[src/rtl/mem_readout_arbiter.sv]
// Shares one RAM port between a CPU and a byte-serial readout engine.
// Optional READOUT_CHECKSUM_EN appends an XOR checksum byte after the data.
module mem_readout_arbiter #(
  parameter logic [31:0] BASE_ADDR  = 32'h0000_0000,
  parameter int          WORD_COUNT = 256
) (
  input  logic        clk,
  input  logic        reset,
  input  logic        start,
  input  logic        cpu_done,
  input  logic [31:0] cpu_adr,
  input  logic [31:0] cpu_wd,
  input  logic        cpu_we,
  input  logic [31:0] ram_rd,
  output logic [31:0] ram_adr,
  output logic [31:0] ram_wd,
  output logic        ram_we,
  output logic [7:0]  out_byte,
  output logic        out_valid,
  input  logic        out_ready,
  output logic        cpu_grant,
  output logic        busy,
  output logic        done
);

  typedef enum logic [2:0] {
    CPU_RUN = 3'd0,
    RD_REQ  = 3'd1,
    RD_WAIT = 3'd2,
    SEND    = 3'd3,
    FINISH  = 3'd4
  } state_t;

  localparam logic [15:0] LAST_IDX = (WORD_COUNT == 0) ? 16'd0 : 16'(WORD_COUNT - 1);

  state_t      state_r;
  state_t      state_s;
  state_t      empty_next_s;
  logic [15:0] word_idx_r;
  logic [1:0]  byte_idx_r;
  logic [31:0] shift_r;
  logic        xfer_s;
  logic        last_byte_s;
  logic        last_word_s;
  logic        fin_s;
  logic        nxt_word_s;

  assign xfer_s      = (state_r == SEND) && out_ready;
  assign last_byte_s = (byte_idx_r == 2'd3);
  assign last_word_s = (word_idx_r == LAST_IDX);

`ifdef READOUT_CHECKSUM_EN
  logic       csum_phase_r;
  logic [7:0] csum_r;

  // The checksum byte follows the last data byte; an empty readout goes straight to it.
  assign fin_s        = csum_phase_r;
  assign nxt_word_s   = !csum_phase_r && last_byte_s && !last_word_s;
  assign empty_next_s = SEND;

  // XOR accumulator over every data byte accepted by the sink
  always_ff @(posedge clk or negedge reset) begin
    if (!reset) begin
      csum_r       <= 8'h00;
      csum_phase_r <= 1'b0;
    end else if (start) begin
      csum_r       <= 8'h00;
      csum_phase_r <= 1'b0;
    end else if ((state_r == CPU_RUN) && cpu_done && (WORD_COUNT == 0)) begin
      csum_phase_r <= 1'b1;
    end else if (xfer_s && !csum_phase_r) begin
      csum_r <= csum_r ^ shift_r[7:0];
      if (last_byte_s && last_word_s) begin
        csum_phase_r <= 1'b1;
      end
    end
  end
`else
  assign fin_s        = last_byte_s && last_word_s;
  assign nxt_word_s   = last_byte_s && !last_word_s;
  assign empty_next_s = FINISH;
`endif

  // State register
  always_ff @(posedge clk or negedge reset) begin
    if (!reset) begin
      state_r <= CPU_RUN;
    end else begin
      state_r <= state_s;
    end
  end

  // Next-state logic; start overrides everything, including cpu_done
  always_comb begin
    state_s = state_r;
    if (start) begin
      state_s = CPU_RUN;
    end else begin
      case (state_r)
        CPU_RUN: begin
          if (cpu_done) begin
            state_s = (WORD_COUNT == 0) ? empty_next_s : RD_REQ;
          end else begin
            state_s = CPU_RUN;
          end
        end
        RD_REQ:  state_s = RD_WAIT;
        RD_WAIT: state_s = SEND;
        SEND: begin
          if (xfer_s && fin_s) begin
            state_s = FINISH;
          end else if (xfer_s && nxt_word_s) begin
            state_s = RD_REQ;
          end else begin
            state_s = SEND;
          end
        end
        FINISH:  state_s = FINISH;
        default: state_s = CPU_RUN;
      endcase
    end
  end

  // Word/byte counters and the little-endian output shift register
  always_ff @(posedge clk or negedge reset) begin
    if (!reset) begin
      word_idx_r <= 16'd0;
      byte_idx_r <= 2'd0;
      shift_r    <= 32'h0000_0000;
    end else if (start) begin
      word_idx_r <= 16'd0;
      byte_idx_r <= 2'd0;
      shift_r    <= 32'h0000_0000;
    end else begin
      case (state_r)
        RD_WAIT: begin
          shift_r    <= ram_rd;
          byte_idx_r <= 2'd0;
        end
        SEND: begin
          if (xfer_s) begin
            shift_r    <= {8'h00, shift_r[31:8]};
            byte_idx_r <= byte_idx_r + 2'd1;
            if (nxt_word_s) begin
              word_idx_r <= word_idx_r + 16'd1;
            end
          end
        end
        default: begin
          shift_r <= shift_r;
        end
      endcase
    end
  end

  // Output decode; the RAM port is a pure mux while the CPU owns it
  always_comb begin
    cpu_grant = 1'b0;
    ram_adr   = BASE_ADDR + {16'h0000, word_idx_r};
    ram_wd    = 32'h0000_0000;
    ram_we    = 1'b0;
    out_valid = 1'b0;
    busy      = 1'b0;
    done      = 1'b0;
    out_byte  = shift_r[7:0];
`ifdef READOUT_CHECKSUM_EN
    if (csum_phase_r) begin
      out_byte = csum_r;
    end else begin
      out_byte = shift_r[7:0];
    end
`endif
    case (state_r)
      CPU_RUN: begin
        cpu_grant = 1'b1;
        ram_adr   = cpu_adr;
        ram_wd    = cpu_wd;
        ram_we    = cpu_we;
      end
      RD_REQ:  busy = 1'b1;
      RD_WAIT: busy = 1'b1;
      SEND: begin
        busy      = 1'b1;
        out_valid = 1'b1;
      end
      FINISH:  done = 1'b1;
      default: cpu_grant = 1'b0;
    endcase
  end

endmodule
[config.mk]
export PLATFORM = sky130hd
export DESIGN_NAME = mem_readout_arbiter
export DESIGN_NICKNAME = d
export VERILOG_FILES = /design/src/rtl/mem_readout_arbiter.sv
export SDC_FILE = /design/constraint.sdc
export NUM_CORES = 1
export LEC_CHECK = 0
export BUFFER_PORTS_ARGS = -buffer_cell sky130_fd_sc_hd__buf_2
export CAP_MARGIN = 5
export CELL_PAD_IN_SITES_DETAIL_PLACEMENT = 1
export CELL_PAD_IN_SITES_GLOBAL_PLACEMENT = 2
export CORE_MARGIN = 8
export CORE_UTILIZATION = 24
export CTS_BUF_LIST = sky130_fd_sc_hd__clkbuf_4 sky130_fd_sc_hd__clkbuf_8 sky130_fd_sc_hd__clkbuf_16
export DETAILED_ROUTE_END_ITERATION = 6
export PLACE_DENSITY_LB_ADDON = 0.3
export SYNTH_ARGS = -nofsm -noshare
export SYNTH_HDL_FRONTEND = slang
export SYNTH_SLANG_ARGS = --single-unit
[constraint.sdc]
create_clock -name clk -period 3.49 [get_ports clk]
set_input_delay 0.1745 -clock clk [delete_from_list [all_inputs] [get_ports clk]]
set_output_delay 0.1745 -clock clk [all_outputs]
set_load 0.1 [all_outputs]
# [Word-level counts from Yosys, hierarchy flattened]
# Cells that the tools add are included.
[word_totals] regBits=53 out_inout_bits=77
[classes] add_sub_neg=2 n_eq_ne=7 muxes=22 n_reduce_logical=14
[ops] operator="two-way mux 32 bit" count=4
[ops] operator="two-way mux 16 bit" count=4
[ops] operator="one-hot mux 32 bit (2 select lines)" count=1
[ops] operator="adder 16 x 1 -> 16 bit, second input constant" count=1
[ops] operator="== test 16 x 8 -> 1 bit, second input constant" count=1
[ops] operator="one-hot mux 3 bit (5 select lines)" count=1
[ops] operator="== test 3 x 2 -> 1 bit, second input constant" count=2
[ops] operator="two-way mux 1 bit" count=6
[ops] operator="two-way mux 2 bit" count=3
[ops] operator="two-way mux 3 bit" count=2
[ops] operator="nonzero test 2 bit" count=3
[ops] operator="logical AND 1 bit" count=5
[ops] operator="one-hot mux 2 bit (2 select lines)" count=1
[ops] operator="== test 3 x 1 -> 1 bit, second input constant" count=1
[ops] operator="== test 3 bit, second input constant" count=1
[ops] operator="logical NOT 3 bit" count=1
[ops] operator="!= test 3 bit, second input constant" count=1
[ops] operator="AND reduction 3 bit" count=1
[ops] operator="nonzero test 3 bit" count=1
[ops] operator="OR reduction 3 bit" count=1
[ops] operator="adder 2 x 1 -> 2 bit, second input constant" count=1
[ops] operator="== test 2 bit, second input constant" count=1
[ops] operator="AND reduction 2 bit" count=1
[ops] operator="logical NOT 1 bit" count=1

# [Longest topological paths before layout]
[depth] depth_word=8 ltp_mapped=7

# [Least setup slack after synthesis]
# No wires, ideal clock.
[synth_timing] path_type="flip-flop to output port" startpoint="register state_r[2]" endpoint="output ram_adr[11]" arrival_ps=3702 t_required_ps=3316 slack_ps=-387 path_stages_with_launch=6 n_path_buf=3 path_cell_list="dfrtp_1 > buf_2 > nor3_1 > clkbuf_1 > clkbuf_1 > o21ai_0"
[synth_between] elab_chain_cells=2
[synth_rtl] item="start: declaration" line_no="36" text="state_t state_r;"
[synth_rtl] item="start signal: assignment" line_no="89" text="state_r <= state_s;"
[synth_rtl] item="logical NOT 3 bit" line_no="173" text="case (state_r)"
[synth_rtl] item="two-way mux 32 bit" line_no="173"
[synth_rtl] item="end: declaration" line_no="15" text="output logic [31:0] ram_adr,"
# Every way passes these cells.

# [Final worst setup path]
[layout_timing] startpoint="register state_r[2]" endpoint="output out_valid"
[layout_between] elab_chain_cells=2
[layout_rtl] item="== test 3 x 2 -> 1 bit" line_no="173"
[layout_rtl] item="two-way mux 1 bit" line_no="173"
[layout_rtl] item="end: declaration" line_no="19" text="output logic out_valid,"
# Every way passes these cells.

==> impl_results.md <==
* Run status: complete, no violations
* Top Ports at 179
* Combinational share of power at 50.6%
* GRT Overall Usage at 12.1%
* Setup TNS at 0 ns
* Internal at 1.15 mW
* First-pass GRT wire length at 16400 um
* Crit share post-route at 72.5%
* RD Place Congestion at 0.720
* Bufs and invs on worst path at 2
* Dominant cell type by area after synthesis: dfrtp_1
* Chip width at 131 um
* TritonCTS clock tree: yes
* # rows at 42
* Static Leakage at 2.31 nW
* Worst clock skew at 0.00818 ns
* Core box area at 13000 um2
* Area of the die at 17100 um2
* Mux cell area share after synthesis at 14.4%
* Area Overhead vs Synth at 37.0%
* WL/cell at 15.9 um
* CP Capture Type: output port
* Least-Margin Pin Slew at 0.809 ns
* Initial core utilization at 24.2%
* Adder-Cell Fraction of Synth Area at 0.794%
* Root Driver: clkbuf_16
* Initial drt markers at 102
* Synth Area in Compound Gates at 12.8%
* Cell variety after synth at 41
* Nets at 596
* Register bit total from synthesis at 53
* Post-Syn Area at 3150 um2
* RSZ-0062 raised after global routing: no
* Register area share after synthesis at 42.1%
* Switch share at 53.0%
* Power Total at 2.45 mW
* H-tree lvl count at 2
* Total number of vias at 3038
* Max incr delay on CP at 0.55 ns
* Fillcell total at 1601
* GR Overflow Total at 0
* Post-CTS Resized at 0
* Total CTS buffers at 5
* Clk_lat worst skew at 0.30 ns
* Tmin final at 2.53 ns
* CP Class: flip-flop to output port
* Largest family of logic cells by synthesized area: simple AND/OR/NAND/NOR gates
* Clock Pin Slew Worst Setup and Hold Paths at 0.07 ns
* Max clock buf depth at 2
* Final Hold Viols at 0
* Crit-path leading delay family: simple AND/OR/NAND/NOR gates
* Final setup vio count at 0
* Buffers on Ports at 178
* Area of the multi-input gates at 1660 um2
* Mean Syn Cell Area at 9.52 um2
* Largest net degree at the start of global routing at 37
* Residual DRC at 0
* Sequential power share at 27.9%
* Vias/cell at 4.54
* Top-area cell type share of the netlist area at 42.1%
* Post-DRT Antenna Nets at 0
* Max Slew Vio Count at 0
* Num Clock Sinks at 53
* Top cells by area, synth: dfrtp_1 42%, and2_1 9.7%, mux2i_1 7.9%
* Die extent in y at 131 um
* Vias in the first global route at 3216
* Critical Path RT at 3.32 ns
* Setup Buffers After CTS at 0
* Layout cells sized above 1 at 44.2%
* Critical Path Source Type: flip-flop
* Final worst slack at 0.961 ns
* Worst VDD drop at 207 uV
* Max frequency at 0.395 GHz
* Crit-path cells: nor2b_1, nand2_1, inv_1, buf_2
* Max-slew headroom at 45.9%
* Post-synth net total at 435
* Synth warn at 0
* XOR/XNOR share of the synthesized area at 0%
* Switch Pwr at 1.30 mW
* Initial antenna violation count at 0
* First-pass iteration count of the detailed router at 4
* Crit path DAT at 2.35 ns
* Cell Pwr Density at 568 nW/um2
* Final WL at 10600 um
* Crit-path slowest cell: nor2b_1
* Gate Count Post-Synth at 331
* Register area at 1330 um2
* Crit path max fanout at 10
* Simple-Gate Fraction of Synth Area at 24.7%
* Max Cap Viol at 0
* HPWL Detailed at 8400 um
* Clock power share at 21.5%
* Hold WC Path Type: input port to flip-flop
* Diode count at 0
* Setup WS pre-CTS at 1.17 ns
synthesized netlist by cell type (all sizes together):
cell type / instances
mux2: 18
or4: 8
or3: 4
nand2: 32
nand4: 3
buf: 15
nand2b: 4
and2: 49
nor2: 7
a311oi: 1
ha: 2
nor4: 3
a31o: 1
a31oi: 1
and4: 2
o21a: 1
o21ai: 29
clkbuf: 15
nor4b: 1
dfrtp: 53
a22o: 9
a21oi: 13
nand3: 7
a2111oi: 1
o41ai: 1
inv: 4
o31a: 1
o31ai: 6
o311ai: 1
and3: 5
nor2b: 3
nor3: 4
mux2i: 25
or2: 2
per-layer routing:
| layer | track usage (%) | part of all wire (%) | up-vias |
|---|---|---|---|
| met5 | 0 | 0 | - |
| met3 | 3.33 | 7.7 | 6 |
| met2 | 20.1 | 49 | 98 |
| li1 | - | - | 1485 |
| met1 | 14.7 | 42 | 1449 |
| met4 | 3.85 | 1.2 | 0 |
what timing repair did:
action                                 CTS  global route
hold buffers                             1             0
endpoints found under the hold margin   27             0
setup endpoints to repair                0             0
stage by stage:
step	util, %	cell area (um2)	hold WS (ns)	instances
2_1_floorplan	-	3150	-0.121	331
3_3_place_gp	31.9	4150	0.259	660
3_5_place_dp	31.9	4150	0.257	660
4_1_cts	33.1	4320	0.0961	669
5_1_grt	33.1	4320	0.103	669
6_report	33.1	4320	0.0999	669
final timing paths:
check                                             from                          to  slack (ns)  cells past startpoint
worst max-delay path              state_r[2]$_DFF_PN0_                   out_valid        0.96                      4
worst min-delay path                        ram_rd[27]     shift_r[27]$_DFFE_PN0P_         0.1                      2
worst max register to register    state_r[2]$_DFF_PN0_     shift_r[11]$_DFFE_PN0P_        1.20                      5
worst min register to register  shift_r[3]$_DFFE_PN0P_      shift_r[3]$_DFFE_PN0P_        0.49                      2
max in group asynchronous                        reset     shift_r[31]$_DFFE_PN0P_        2.24                      3
min in group asynchronous                        reset  word_idx_r[14]$_DFFE_PN0P_        0.45                      2
cell usage in the layout (no fill, tap or decap), drive strengths merged, types with 5 or more instances in the layout:
master / n
mux2: 18
dfrtp: 53
nor2: 7
o21ai: 29
nand3: 7
and2: 49
mux2i: 25
inv: 6
or4: 8
clkbuf: 5
o31ai: 6
a22o: 9
a21oi: 13
nand2: 32
buf: 183
and3: 5
worst register-to-register path, cell delays in order, from the launching register on:
cell and delay (ns):
dfrtp_1 0.47, nor2b_1 0.55, nand2_1 0.48, buf_4 0.39, mux2i_1 0.19, o21ai_0 0.10
area by class of cell:
cell class	count	share of cell area, %
clock buffers	5	2.90
clock inverters	3	0.666
inverters	4	0.348
multi-input cells	244	38.5
flip-flops and latches	53	30.7
well taps	176	5.10
repair buffers	184	21.7
state kept, by name (all words and copies together) (netlist names):
name / flops
byte_idx_r: 2
word_idx_r: 16
state_r: 3
shift_r: 32
power by group through the flow:
stage / combinational [mW] / sequential [mW] / clock, mW
4_1_cts: 1.26 / 0.685 / 0.548
6_report: 1.24 / 0.684 / 0.528
3_5_place_dp: 1.25 / 0.698 / 0
5_1_grt: 1.29 / 0.692 / 0.562
2_1_floorplan: 1.05 / 0.685 / 0
3_3_place_gp: 1.25 / 0.695 / 0
kinds of logic (layout without fill, tap and decap cells):
family / Yosys count / in the layout
muxes: 43 / 43
DFF: 53 / 53
and+or+nand+nor: 134 / 134
buffers and inverters: 34 / 196
AOI/OAI and AO/OA: 65 / 65
adders and majority gates: 2 / 2
Note: power is estimated with default switching activity, not from simulation.
